<file path="src/rtl/mem_access_pkg.sv">
// mem_access_pkg: shared constants and encodings for the memory access unit.
//   DATA_W/ADDR_W  - data and address widths of the memory port
//   MEM_DEPTH      - number of valid word addresses (0..MEM_DEPTH-1)
//   MAX_BURST      - longest legal burst load in words
//   op_e           - request opcodes carried on req_op
//   state_e        - access FSM states
package mem_access_pkg;

  localparam int DATA_W    = 16;
  localparam int ADDR_W    = 16;
  localparam int MEM_DEPTH = 512;
  localparam int MAX_BURST = 8;

  typedef enum logic [1:0] {
    OP_LOAD       = 2'd0,
    OP_STORE      = 2'd1,
    OP_BURST_LOAD = 2'd2,
    OP_RSVD       = 2'd3
  } op_e;

  typedef enum logic [1:0] {
    ST_IDLE   = 2'd0,
    ST_ACCESS = 2'd1,
    ST_RESP   = 2'd2,
    ST_FAULT  = 2'd3
  } state_e;

endpackage

</file>
<file path="src/rtl/mem_access_unit_addr_check.sv">
// mem_addr_check: combinational effective-address and fault evaluation.
//   op_i      - request opcode
//   base_i    - base register value
//   offset_i  - signed word offset (two's complement, added modulo 2^ADDR_W)
//   req_len_i - requested burst length (burst loads only)
//   ea_o      - effective address base+offset, wrapped to ADDR_W bits
//   len_o     - normalized transfer length (1 for single-word ops)
//   fault_o   - reserved op, illegal length, or any word outside the memory
module mem_addr_check
  import mem_access_pkg::*;
(
  input  logic [1:0]        op_i,
  input  logic [ADDR_W-1:0] base_i,
  input  logic [ADDR_W-1:0] offset_i,
  input  logic [3:0]        req_len_i,
  output logic [ADDR_W-1:0] ea_o,
  output logic [3:0]        len_o,
  output logic              fault_o
);

  localparam logic [ADDR_W:0] LAST_ADDR = (ADDR_W+1)'(MEM_DEPTH - 1);
  localparam logic [ADDR_W:0] ONE_X     = (ADDR_W+1)'(1);

  logic [ADDR_W:0] end_addr;
  logic            len_bad;

  always_comb begin
    ea_o    = base_i + offset_i;
    len_o   = 4'd1;
    len_bad = 1'b0;
    if (op_i == OP_BURST_LOAD) begin
      len_o   = req_len_i;
      len_bad = (req_len_i == 4'd0) || (req_len_i > 4'(MAX_BURST));
    end
    // One extra bit so a burst running past the top of the address space
    // is seen as out of range instead of wrapping back to low addresses.
    end_addr = {1'b0, ea_o} + (ADDR_W+1)'(len_o) - ONE_X;
    fault_o  = (op_i == OP_RSVD) || len_bad ||
               ({1'b0, ea_o} > LAST_ADDR) || (end_addr > LAST_ADDR);
  end

endmodule

</file>
<file path="src/rtl/mem_access_unit.sv">
// mem_access_unit: load/store front end in front of the data memory.
//   clk, reset_n           - clock (rising edge), async active-low reset
//   req_*                  - request channel (valid/ready), op/base/offset/len/data
//   resp_*                 - response channel (valid/ready), data/last/error
//   mem_*                  - data memory port; read data is combinational
//
// State | meaning
// ------+---------------------------------------------------------------
// IDLE  | ready for a request; fault check done at accept
// ACCESS| registered memory strobes active for one word; read data captured
// RESP  | response held until resp_ready; burst steps to next word
// FAULT | single error response, memory untouched
module mem_access_unit
  import mem_access_pkg::*;
(
  input  logic              clk,
  input  logic              reset_n,
  input  logic              req_valid,
  output logic              req_ready,
  input  logic [1:0]        req_op,
  input  logic [ADDR_W-1:0] req_base,
  input  logic [ADDR_W-1:0] req_offset,
  input  logic [3:0]        req_len,
  input  logic [DATA_W-1:0] req_store_data,
  output logic              resp_valid,
  input  logic              resp_ready,
  output logic [DATA_W-1:0] resp_data,
  output logic              resp_last,
  output logic              resp_error,
  output logic [ADDR_W-1:0] mem_address,
  output logic [DATA_W-1:0] mem_write_data,
  output logic              mem_write_enable,
  output logic              mem_read_enable,
  input  logic [DATA_W-1:0] mem_read_data
);

  state_e            state_q, state_d;
  logic [1:0]        op_q, op_d;
  logic [ADDR_W-1:0] addr_q, addr_d;
  logic [3:0]        rem_q, rem_d;
  logic [DATA_W-1:0] rdata_q, rdata_d;
  logic              ready_q, ready_d;
  logic [ADDR_W-1:0] mem_addr_q, mem_addr_d;
  logic [DATA_W-1:0] mem_wdata_q, mem_wdata_d;
  logic              mem_we_q, mem_we_d;
  logic              mem_re_q, mem_re_d;

  logic [ADDR_W-1:0] ea;
  logic [3:0]        len;
  logic              fault;

  mem_addr_check u_addr_check (
    .op_i      (req_op),
    .base_i    (req_base),
    .offset_i  (req_offset),
    .req_len_i (req_len),
    .ea_o      (ea),
    .len_o     (len),
    .fault_o   (fault)
  );

  always_comb begin
    state_d     = state_q;
    op_d        = op_q;
    addr_d      = addr_q;
    rem_d       = rem_q;
    rdata_d     = rdata_q;
    mem_addr_d  = '0;
    mem_wdata_d = '0;
    mem_we_d    = 1'b0;
    mem_re_d    = 1'b0;

    unique case (state_q)
      ST_IDLE: begin
        if (req_valid && ready_q) begin
          op_d   = req_op;
          addr_d = ea;
          rem_d  = len;
          if (fault) begin
            state_d = ST_FAULT;
          end else begin
            // Memory strobes are registered, so they are loaded on the way
            // into ACCESS and are live for exactly that one cycle.
            state_d     = ST_ACCESS;
            mem_addr_d  = ea;
            mem_we_d    = (req_op == OP_STORE);
            mem_re_d    = (req_op != OP_STORE);
            mem_wdata_d = (req_op == OP_STORE) ? req_store_data : '0;
          end
        end
      end
      ST_ACCESS: begin
        rdata_d = (op_q == OP_STORE) ? '0 : mem_read_data;
        state_d = ST_RESP;
      end
      ST_RESP: begin
        if (resp_ready) begin
          rem_d = rem_q - 4'd1;
          if (rem_q > 4'd1) begin
            addr_d     = addr_q + ADDR_W'(1);
            mem_addr_d = addr_q + ADDR_W'(1);
            mem_re_d   = 1'b1;
            state_d    = ST_ACCESS;
          end else begin
            state_d = ST_IDLE;
          end
        end
      end
      ST_FAULT: begin
        if (resp_ready) state_d = ST_IDLE;
      end
      default: state_d = ST_IDLE;
    endcase

    // Registered so req_ready stays low while reset is held.
    ready_d = (state_d == ST_IDLE);
  end

  always_ff @(posedge clk or negedge reset_n) begin
    if (!reset_n) begin
      state_q     <= ST_IDLE;
      op_q        <= '0;
      addr_q      <= '0;
      rem_q       <= '0;
      rdata_q     <= '0;
      ready_q     <= 1'b0;
      mem_addr_q  <= '0;
      mem_wdata_q <= '0;
      mem_we_q    <= 1'b0;
      mem_re_q    <= 1'b0;
    end else begin
      state_q     <= state_d;
      op_q        <= op_d;
      addr_q      <= addr_d;
      rem_q       <= rem_d;
      rdata_q     <= rdata_d;
      ready_q     <= ready_d;
      mem_addr_q  <= mem_addr_d;
      mem_wdata_q <= mem_wdata_d;
      mem_we_q    <= mem_we_d;
      mem_re_q    <= mem_re_d;
    end
  end

  assign req_ready        = ready_q;
  assign resp_valid       = (state_q == ST_RESP) || (state_q == ST_FAULT);
  assign resp_error       = (state_q == ST_FAULT);
  assign resp_last        = (state_q == ST_FAULT) || ((state_q == ST_RESP) && (rem_q == 4'd1));
  assign resp_data        = (state_q == ST_RESP) ? rdata_q : '0;
  assign mem_address      = mem_addr_q;
  assign mem_write_data   = mem_wdata_q;
  assign mem_write_enable = mem_we_q;
  assign mem_read_enable  = mem_re_q;

endmodule

</file>
<file path="config.mk">
export PLATFORM = sky130hd
export DESIGN_NAME = mem_access_unit
export DESIGN_NICKNAME = d
export VERILOG_FILES = /design/src/rtl/mem_access_pkg.sv /design/src/rtl/mem_access_unit_addr_check.sv /design/src/rtl/mem_access_unit.sv
export SDC_FILE = /design/constraint.sdc
export NUM_CORES = 1
export LEC_CHECK = 0
export CAP_MARGIN = 10
export CORE_MARGIN = 10
export CORE_UTILIZATION = 35
export CTS_CLUSTER_DIAMETER = 80
export DETAILED_ROUTE_END_ITERATION = 16
export PLACE_DENSITY = 0.7
export SYNTH_ARGS = -nofsm -noshare
export SYNTH_HDL_FRONTEND = slang
export SYNTH_HIERARCHICAL = 1
export SYNTH_SLANG_ARGS = --single-unit
</file>
<file path="constraint.sdc">
create_clock -name clk -period 1.54 [get_ports clk]
set_input_delay 0.385 -clock clk [delete_from_list [all_inputs] [get_ports clk]]
set_output_delay 0.385 -clock clk [all_outputs]
set_load 0.005 [all_outputs]
</file>
==> results by group, run 1 <==
Worst setup path
  – Crit path from: req_op[1]
  – Worst Path Arrival: 4520 ps
  – Reg2reg start: rem_q[1]$_DFFE_PN0P_
  – Critical path type: primary input to flop
  – CP endpoint kind: flop
  – Worst setup SP type: primary input
  – Worst-path maximum fanout: 6
  – Critical path required time: 1790 ps

Clock tree
  – CTS Buf Count: 9
  – CTS tree: built
  – Later-pin clock latency in the skew report: 340 ps
  – Clk pin slew, worst setup/hold paths: 60 ps
  – H-tree level count: 3
  – CTS Sinks: between 70 and 80
  – CTS Buffer Depth: 2
  – CTS root buf: clkbuf_16

Global route
  – Pin count of the biggest net entering global routing: 42
  – GRT Overall Usage: 0.174
  – Grt ovf: 0
  – Initial antenna violation count: 0
  – Vias in the first global route: 6008
  – First-pass GRT wire length: 29.1 mm

Place
  – PortBufs: 127
  – HPWL after detailed placement: ~13 mm
  – Placed Instances: 1008
  – Final RePlAce weighted congestion: 0.937
  – Dpl ws: -3440 ps

Synth
  – Synth Cell Area: 5180 sq um
  – Syn_nets: around 700
  – Top FF cell, synth: dfrtp_1
  – Post-synth cell types: 77
  – Synth Warn #: 6
  – Post-synth ARST share: 1.00
  – Number of synthesized flops with an enable pin: 0
  – Seq/Total Area, Yosys: 0.362
  – Syn Inst Count: approximately 580
  – Synthesized area per cell: between 8 and 9 sq um
  – Synthesized flop and latch total: 75

Timing
  – Fmax achieved: 0.234 GHz
  – Hold_ws: 487 ps
  – Final setup fails: roughly 70
  – Final Skew: 8.60 ps
  – Max-slew headroom: 0.702
  – Setup TNS: -109050 ps
  – RSZ-0062 raised after global routing: true
  – Crit path time final: 4270 ps
  – Crit share post-route: 2.77
  – Final setup margin: -2730 ps
  – Worst-Margin Slew: 442 ps
  – Max-slew violation count: 0
  – Final hold vios: 0

Hold path
  – Worst min-delay path class: primary input to async pin

Flow run
  – Max_cap viols: 0

Cells and area
  – Antenna Cells: 0
  – Most common cell after layout, fill and taps aside: buf_4
  – Fin cells: roughly 1100
  – Area grow syn2layout: 81.1%
  – Final nets: 1003
  – Layout cells sized above 1: 0.454
  – Commonest non-fill, non-tap cells in the layout: 144 x buf_4, 75 x dfrtp_1, 61 x buf_6

Power
  – Leak: 0.00449 uW
  – Maximum vdd ir drop: ~0.81 mV
  – Int Power: 8450 uW
  – Clk pwr share: 0.138
  – Comb pwr share: 0.640
  – Sw Ratio: 0.393
  – Net Sw Power: 5470 uW
  – Sequential power share: 0.221
  – Pwr dens: 1480 nW/um^2

Floorplan
  – FP Rows: 44
  – Starting density of the core: 0.356
  – Die Ht: 142 um
  – Core area: 14500 sq um
  – Die Width: 142 um
  – Die area: 20100 sq um
  – Num ports: 128

Routing
  – Final wirelength: 19.2 mm
  – Met3 WL post-DR: around 1.1 mm
  – Met2 WL: 9.60 mm
  – Wirelength per Cell: 17.8 um
  – Drt pass-1 iters: 4
  – DR vias: 5695
  – Routed vias/inst: 5.30
  – M1 WL: 7.71 mm
  – Highest Signal Layer: met4
  – Initial DRC Count: 257
  – ANT nets after route: 0
  – Residual DRC: 0

Status
  – Failing checks: setup timing
  – Status: finished, violations left
## worst max-delay path: stages
cell             delay, ps
clkdlybuf4s50_1        480
nor2b_2                220
nand2_1                170
ha_1                   320
inv_1                   40
ha_1                   220
fa_1                   390
a211oi_2               190
o31ai_1                110
a21oi_2                180
o21bai_2               120
o221ai_1               170
nand2_1                110
o41ai_2                270
xnor2_1                180
o2111ai_2              180
nor4_4                 260
buf_6                  180
buf_4                  120
buf_6                  110
nand2_4                 50
o21ai_2                 70
## what timing repair did
| item | in CTS | in global routing |
|---|---|---|
| gates cloned | 6 | 1 |
| hold buffers | 1 | 0 |
| setup endpoints to repair | 105 | 91 |
| hold endpoints to repair | 10 | 0 |
| buffers inserted | 37 | 20 |
| pin swaps | 74 | 47 |
| gates resized for setup | 316 | 108 |
## per-layer routing
layer | up-vias | track usage
met5 | - | 0
met4 | 0 | 0.0769
met3 | 47 | 0.0414
met2 | 185 | 0.300
met1 | 2771 | 0.199
li1 | 2692 | -
## area by class of cell
class,instances,area (sq um)
Clock buffer,11,253
Tap cell,184,230
Sequential cell,75,1880
Fill cell,1091,5150
Multi-Input combinational cell,443,3910
Timing Repair Buffer,319,2940
Inverter,39,159
Clock inverter,3,15.0
## path summary, 6_finish.rpt
path,endpoint,slack [ps],cells after the start
hold / removal,mem_write_data[6]$_DFF_PN0_,490,2
min in group clk,rdata_q[15]$_DFFE_PN0N_,520,1
setup reg to reg,addr_q[15]$_DFFE_PN0P_,-270,9
max in group asynchronous,rdata_q[10]$_DFFE_PN0N_,540,3
hold reg to reg,rdata_q[15]$_DFFE_PN0N_,520,1
setup / recovery,mem_address[13]$_DFF_PN0_,-2730,22
## synthesized netlist by cell type, drive strengths merged, types with 3 or more instances
| cell type | instances | share of area |
|---|---|---|
| nor4 | 7 | 0.013 |
| nor2b | 4 | 0.0048 |
| nand4 | 5 | 0.0060 |
| xnor2 | 19 | 0.032 |
| nor2 | 28 | 0.021 |
| a21oi | 47 | 0.047 |
| inv | 38 | 0.028 |
| o21a | 6 | 0.0087 |
| o21bai | 4 | 0.0058 |
| o211ai | 4 | 0.0068 |
| xor2 | 12 | 0.020 |
| nand3 | 17 | 0.019 |
| a21o | 11 | 0.016 |
| o21ai | 41 | 0.040 |
| nand2b | 11 | 0.013 |
| ha | 40 | 0.097 |
| a31oi | 6 | 0.0072 |
| a2bb2oi | 3 | 0.0051 |
| nor3 | 13 | 0.014 |
| o22ai | 7 | 0.0085 |
| nand3b | 3 | 0.0051 |
| a22o | 16 | 0.027 |
| a211oi | 5 | 0.0072 |
| and2 | 34 | 0.042 |
| buf | 16 | 0.017 |
| nand2 | 52 | 0.039 |
| clkbuf | 9 | 0.0068 |
| dfrtp | 75 | 0.36 |
## cell families (layout without fill, tap and decap cells)
logic type | count (synthesis) | in the layout | synth area share
adder cells (fa/ha/maj) | 42 | 42 | 0.104
AO/OA/AOI/OAI | 177 | 178 | 0.227
buffers and inverters | 64 | 372 | 0.0531
flip-flops | 75 | 75 | 0.362
multiplexers | 2 | 2 | 0.00411
AND/OR/NAND/NOR | 188 | 190 | 0.197
XOR/XNOR | 31 | 31 | 0.0524
## power by group through the flow
stage / clock network [uW] / registers [uW] / logic (uW)
after floorplan: 0 / 3020 / 3600
after detailed placement: 0 / 3040 / 6580
after global placement: 0 / 3010 / 6360
final: 1930 / 3080 / 8920
after global routing: 2030 / 3130 / 9520
after CTS: 1950 / 3020 / 8110
## flip-flops by register name, indices dropped and copies added (netlist names)
register	cells
mem_address	16
rdata_q	16
op_q	2
req_ready	1
addr_q	16
mem_write_data	16
mem_read_enable	1
state_q	2
mem_write_enable	1
rem_q	4
## through the flow
stage,cell area (sq um),util,power [uW]
detailed placement,7930,0.546,9610
CTS,8920,0.614,13100
floorplan,5440,-,6620
finish,9390,0.646,13900
global placement,7930,0.546,9370
global route,9390,0.646,14700
Power figures use the tool's default switching activity.
==> run 2, diff against run 1 <==
HOLD_SLACK_MARGIN = 0.08   (was not set)
PLACE_DENSITY = not set   (was 0.7)
PLACE_DENSITY_LB_ADDON = 0.08   (was not set)
==> results by group, run 2 (synthesis gave the netlist of run 1 again) <==
Status
  – Status: finished, violations left
  – Failing checks: setup timing

Worst setup path
  – Worst Path Arrival: 4550 ps
  – Worst-path maximum fanout: 5
  – RR Endpoint: addr_q[10]$_DFFE_PN0P_
  – CP most frequent cell: a21oi_2
  – Critical path type: primary input to flop
  – Reg2Reg Depth: 10
  – CP endpoint kind: flop
  – Reg2reg start: rem_q[0]$_DFFE_PN0P_
  – Slowest stage cell, crit path: fa_2
  – CP peak stage delay: 390 ps
  – Worst setup SP type: primary input
  – R2R setup slack: -210 ps
  – CP cell instances: buf_6, ha_4, fa_2, a211oi_4, o21bai_1, a21oi_2, o21bai_1, a21oi_2, xnor2_2, inv_1, ha_1, o21a_1, buf_4, a21oi_2, o21bai_2, xor2_1, nor4_1, o21ai_1, nor4_2, o2111ai_2, nor4_4, buf_4, and3_4, and2_4
  – Critical path required time: 1810 ps

Clock tree
  – CTS Buf Count: 9
  – Later-pin clock latency in the skew report: 340 ps
  – CTS Sinks: 75
  – CTS root buf: clkbuf_16
  – Clk pin slew, worst setup/hold paths: 60 ps
  – H-tree level count: 3
  – CTS Buffer Depth: 2
  – CTS tree: built

Routing
  – Wirelength per Cell: 16.5 um
  – Initial DRC Count: 318
  – Final wirelength: 17.8 mm
  – Routed vias/inst: 5.14
  – ANT nets after route: 0
  – Drt pass-1 iters: 5
  – DR vias: ~5500
  – Residual DRC: 0

Timing
  – Final Skew: 8.29 ps
  – Final hold vios: 0
  – Worst-Margin Slew: 431 ps
  – Crit share post-route: 2.78
  – Final setup margin: -2740 ps
  – Final setup fails: 69
  – Crit path time final: around 4300 ps
  – Max-slew violation count: 0
  – Fmax achieved: 0.234 GHz
  – RSZ-0062 raised after global routing: true
  – Max-slew headroom: 0.710

Cells and area
  – Most common cell after layout, fill and taps aside: buf_4
  – Area grow syn2layout: 81.6%
  – Final nets: 1000
  – Commonest non-fill, non-tap cells in the layout: 147 x buf_4, 75 x dfrtp_1, 58 x buf_6
  – Antenna Cells: 0
  – Final core occ: 0.647
  – Layout cells sized above 1: 0.449

Place
  – Final RePlAce weighted congestion: 0.891
  – Dpl ws: -3480 ps
  – PortBufs: approximately 130
  – HPWL after detailed placement: 12.5 mm

Power
  – Comb pwr share: 0.622
  – Pwr dens: 1480 nW/um^2
  – Sw Ratio: 0.377
  – Int Power: 8650 uW
  – Leak: 0.00450 uW
  – Maximum vdd ir drop: 0.914 mV
  – Sequential power share: 0.217
  – Net Sw Power: about 5200 uW
  – Clk pwr share: 0.161

Global route
  – Grt ovf: 0
  – Pin count of the biggest net entering global routing: between 40 and 50
  – GRT Overall Usage: 0.170
  – First-pass GRT wire length: 28.4 mm
  – Initial antenna violation count: 0
  – Vias in the first global route: slightly below 6000

Hold path
  – Worst min-delay path class: primary input to async pin

Floorplan
  – Die Width: roughly 140 um
  – Die Ht: 142 um
  – Num ports: roughly 130
  – Core area: 14500 sq um
  – Starting density of the core: 0.356
  – Die area: 20100 sq um
  – FP Rows: between 40 and 50

Flow run
  – Max_cap viols: 0
[run 2: worst max-delay path by stage]
| stage | cells past startpoint | startpoint | slack [ps] | to |
|---|---|---|---|---|
| after floorplan | 22 | req_base[0] | -2780 | mem_write_data[10]$_DFF_PN0_ |
| after global placement | 19 | req_base[1] | -3370 | mem_write_data[13]$_DFF_PN0_ |
| after detailed placement | 23 | req_base[0] | -3480 | mem_write_data[5]$_DFF_PN0_ |
| after CTS | 25 | req_offset[0] | -2780 | mem_address[8]$_DFF_PN0_ |
| after global routing | 22 | req_base[0] | -3010 | mem_write_data[5]$_DFF_PN0_ |
| final | 24 | req_base[0] | -2740 | mem_write_data[5]$_DFF_PN0_ |
[run 2: critical path: cells and delay by family]
family / cells / cell delay (ps)
AOI/OAI and AO/OA: 10 / 1650
and+or+nand+nor: 5 / 950
adders and majority gates: 3 / 800
buffers and inverters: 4 / 480
xor gates and xnor gates: 2 / 300
[run 2: what timing repair did]
| item | in CTS | in global routing |
|---|---|---|
| hold endpoints to repair | 9 | 0 |
| pin swaps | 78 | 73 |
| buffers inserted | 37 | 17 |
| resized for setup | 310 | 100 |
| cloned | 6 | 2 |
| hold buffers | 1 | 0 |
| setup endpoints to repair | 104 | 94 |
[run 2: cell type report]
| type | instances | area [sq um] |
|---|---|---|
| fill | 1194 | 5120 |
| multi-input combinational | 443 | 3910 |
| timing repair buffer | 316 | 2920 |
| sequential | 75 | 1880 |
| tap | 184 | 230 |
| clock buffer | 10 | 229 |
| inverter | 39 | 156 |
| clock inverter | 6 | 87.6 |
[run 2: per-stage QoR]
step	cells	total power [uW]	setup TNS, ps	hold slack (ps)	area, sq um
after global placement	1012	9530	-140820	227	7960
after floorplan	579	6620	-100550	89.4	5440
final	1073	13900	-108520	416	9410
after global routing	1073	14800	-120680	456	9410
after detailed placement	1012	9670	-144620	228	7960
after CTS	1065	13200	-111740	415	8970
[run 2: power groups by stage]
stage	registers, uW	logic, uW	clock network, uW
after floorplan	3020	3600	0
after global placement	3000	6530	0
after detailed placement	3020	6650	0
after CTS	2990	7920	2290
after global routing	3090	9350	2350
final	3010	8640	2240
[run 2: metal layers]
layer  GRT usage  routed length (um)
met5           0                   0
met4      0.0586                 289
met3      0.0304                 896
met2       0.294                9040
met1       0.207                7530
==> run 3, diff against run 2 <==
CORE_MARGIN = not set   (was 10)
==> results by group, run 3 (synthesis gave the netlist of run 1 again) <==
Timing
  – Worst-Margin Slew: 435 ps
  – Final setup fails: 74
  – Fmax achieved: 0.235 GHz
  – Crit path time final: roughly 4300 ps
  – RSZ-0062 raised after global routing: true
  – Crit share post-route: 2.77
  – Final setup margin: -2720 ps
  – Max-slew violation count: 0
  – Max-slew headroom: 0.707
  – Final Skew: 7.10 ps
  – Final hold vios: 0

Floorplan
  – Core area: 14500 sq um
  – Die area: approximately 15000 sq um
  – FP Rows: 44
  – Die Width: 124 um
  – Starting density of the core: 0.358
  – Num ports: ~130
  – Die Ht: 124 um

Routing
  – Drt pass-1 iters: 4
  – Residual DRC: 0
  – Final wirelength: 17.6 mm
  – ANT nets after route: 0
  – Wirelength per Cell: 16.3 um
  – DR vias: 5642
  – Routed vias/inst: about 5.2
  – Initial DRC Count: 200

Worst setup path
  – Critical path required time: 1800 ps
  – Worst Path Arrival: roughly 4500 ps
  – CP most frequent cell: a21oi_2
  – CP cell instances: buf_6, ha_4, fa_2, a211oi_2, o21bai_1, a21oi_2, o21bai_1, a21oi_2, xnor2_2, inv_1, ha_1, o21a_1, a21oi_2, o21bai_2, xor2_1, nor4_1, o21ai_1, nor4_2, o2111ai_2, nor4_4, buf_6, and3_4, and2_1
  – Worst setup SP type: primary input
  – Worst-path maximum fanout: 5
  – CP peak stage delay: 360 ps
  – Critical path type: primary input to flop
  – CP endpoint kind: flop
  – Slowest stage cell, crit path: fa_2

Cells and area
  – Layout cells sized above 1: 0.439
  – Antenna Cells: 0
  – Layout fillers: 1178
  – Sequential cell area: 1880 sq um
  – Cell area after layout: 9460 sq um
  – Area of the multi-input gates: just under 4000 sq um
  – Fin cells: about 1100
  – Area grow syn2layout: 82.6%
  – Final nets: 1004
  – Most common cell after layout, fill and taps aside: buf_4
  – Commonest non-fill, non-tap cells in the layout: 139 x buf_4, 75 x dfrtp_1, 62 x buf_6

Place
  – PortBufs: 127
  – Placed cell areas: 7980 sq um
  – Final RePlAce weighted congestion: 0.927
  – Placed Instances: 1011
  – HPWL after detailed placement: 11.7 mm
  – Dpl ws: -3470 ps

Status
  – Status: finished, violations left
  – Failing checks: setup timing

Power
  – Leak: 0.00457 uW
  – Maximum vdd ir drop: 0.705 mV
  – Clk pwr share: 0.144
  – Pwr dens: 1540 nW/um^2
  – Int Power: 9020 uW
  – Net Sw Power: about 5500 uW
  – Sw Ratio: 0.380
  – Comb pwr share: 0.648
  – Sequential power share: 0.208

Global route
  – First-pass GRT wire length: 25.8 mm
  – Vias in the first global route: 5504
  – GRT Overall Usage: 0.219
  – Pin count of the biggest net entering global routing: 36
  – Grt ovf: 0
  – Initial antenna violation count: 0

Clock tree
  – CTS root buf: clkbuf_16
  – CTS tree: built
  – Clk pin slew, worst setup/hold paths: 50 ps
  – H-tree level count: 3
  – CTS Buf Count: 9
  – Later-pin clock latency in the skew report: 330 ps
  – CTS Buffer Depth: 2
  – CTS Sinks: 75

Hold path
  – Worst min-delay path class: primary input to async pin

Flow run
  – Max_cap viols: 0
run 3: changes by cell type in the layout (fill, tap and decap cells not counted), moves of 4 or more:
| cell | previous run | this run |
|---|---|---|
| nand2_2 | 11 | 0 |
| a21oi_1 | 27 | 21 |
| buf_4 | 147 | 139 |
| dlymetal6s2s_1 | 2 | 10 |
| o21ai_2 | 12 | 3 |
| nand2_1 | 32 | 51 |
| clkdlybuf4s15_1 | 10 | 4 |
| dlygate4sd2_1 | 35 | 27 |
| o21ai_1 | 13 | 22 |
| clkbuf_2 | 0 | 6 |
| nand2_4 | 9 | 1 |
| buf_6 | 58 | 62 |
run 3: worst paths after layout:
kind / from / endpoint / slack (ps) / depth (start not counted)
worst min-delay path: reset_n / mem_write_data[7]$_DFF_PN0_ / 510 / 2
worst max-delay path: req_offset[0] / mem_write_data[13]$_DFF_PN0_ / -2720 / 23
worst max register to register: state_q[1]$_DFF_PN0_ / addr_q[6]$_DFFE_PN0P_ / -280 / 9
worst min register to register: rdata_q[11]$_DFFE_PN0N_ / rdata_q[11]$_DFFE_PN0N_ / 510 / 1
max in group asynchronous: reset_n / addr_q[2]$_DFFE_PN0P_ / 540 / 3
min in group clk: rdata_q[11]$_DFFE_PN0N_ / rdata_q[11]$_DFFE_PN0N_ / 510 / 1
run 3: power groups by stage:
stage	logic [uW]	registers (uW)	clock network (uW)
detailed placement	6710	3020	0
finish	9430	3020	2100
global route	10100	3100	2230
global placement	6540	3000	0
floorplan	3600	3020	0
CTS	8200	3000	2140
run 3: worst max-delay path, delay by kind of cell:
family	cells	cell delay [ps]
AND/OR/NAND/NOR	5	990
XOR/XNOR	2	290
adder cells (fa/ha/maj)	3	810
buffers and inverters	3	330
AO/OA/AOI/OAI	10	1710
run 3: what timing repair did:
action	CTS	global route
resized for setup	270	140
cloned	6	4
hold endpoints to repair	20	0
endpoints found under the setup margin	98	104
hold buffers	1	0
pin swaps	71	55
buffers inserted	40	28
run 3: through the flow:
step                hold WS, ps  total power (uW)  TNS [ps]  utilization
global route                522             15400   -116370        0.653
finish                      507             14500   -108660        0.653
floorplan                  89.4              6620   -100550            -
CTS                         500             13300   -114650        0.618
global placement            305              9530   -144840        0.551
detailed placement          307              9720   -146700        0.551
run 3: routing by layer:
layer | vias up | GRT usage | share of wire | wire, um
met3 | 32 | 0.0389 | 0.058 | 1020
met2 | 203 | 0.388 | 0.50 | 8740
met4 | 0 | 0.0813 | 0.029 | 514
met1 | 2724 | 0.263 | 0.42 | 7310
li1 | 2683 | - | - | -
met5 | - | 0 | 0 | 0
run 3: final cells by class:
class,count,area share
inverters,39,0.0168
flip-flops and latches,75,0.198
multi-input cells,443,0.409
clock buffers,10,0.0253
clock inverters,6,0.00661
repair buffers,320,0.320
well taps,184,0.0243
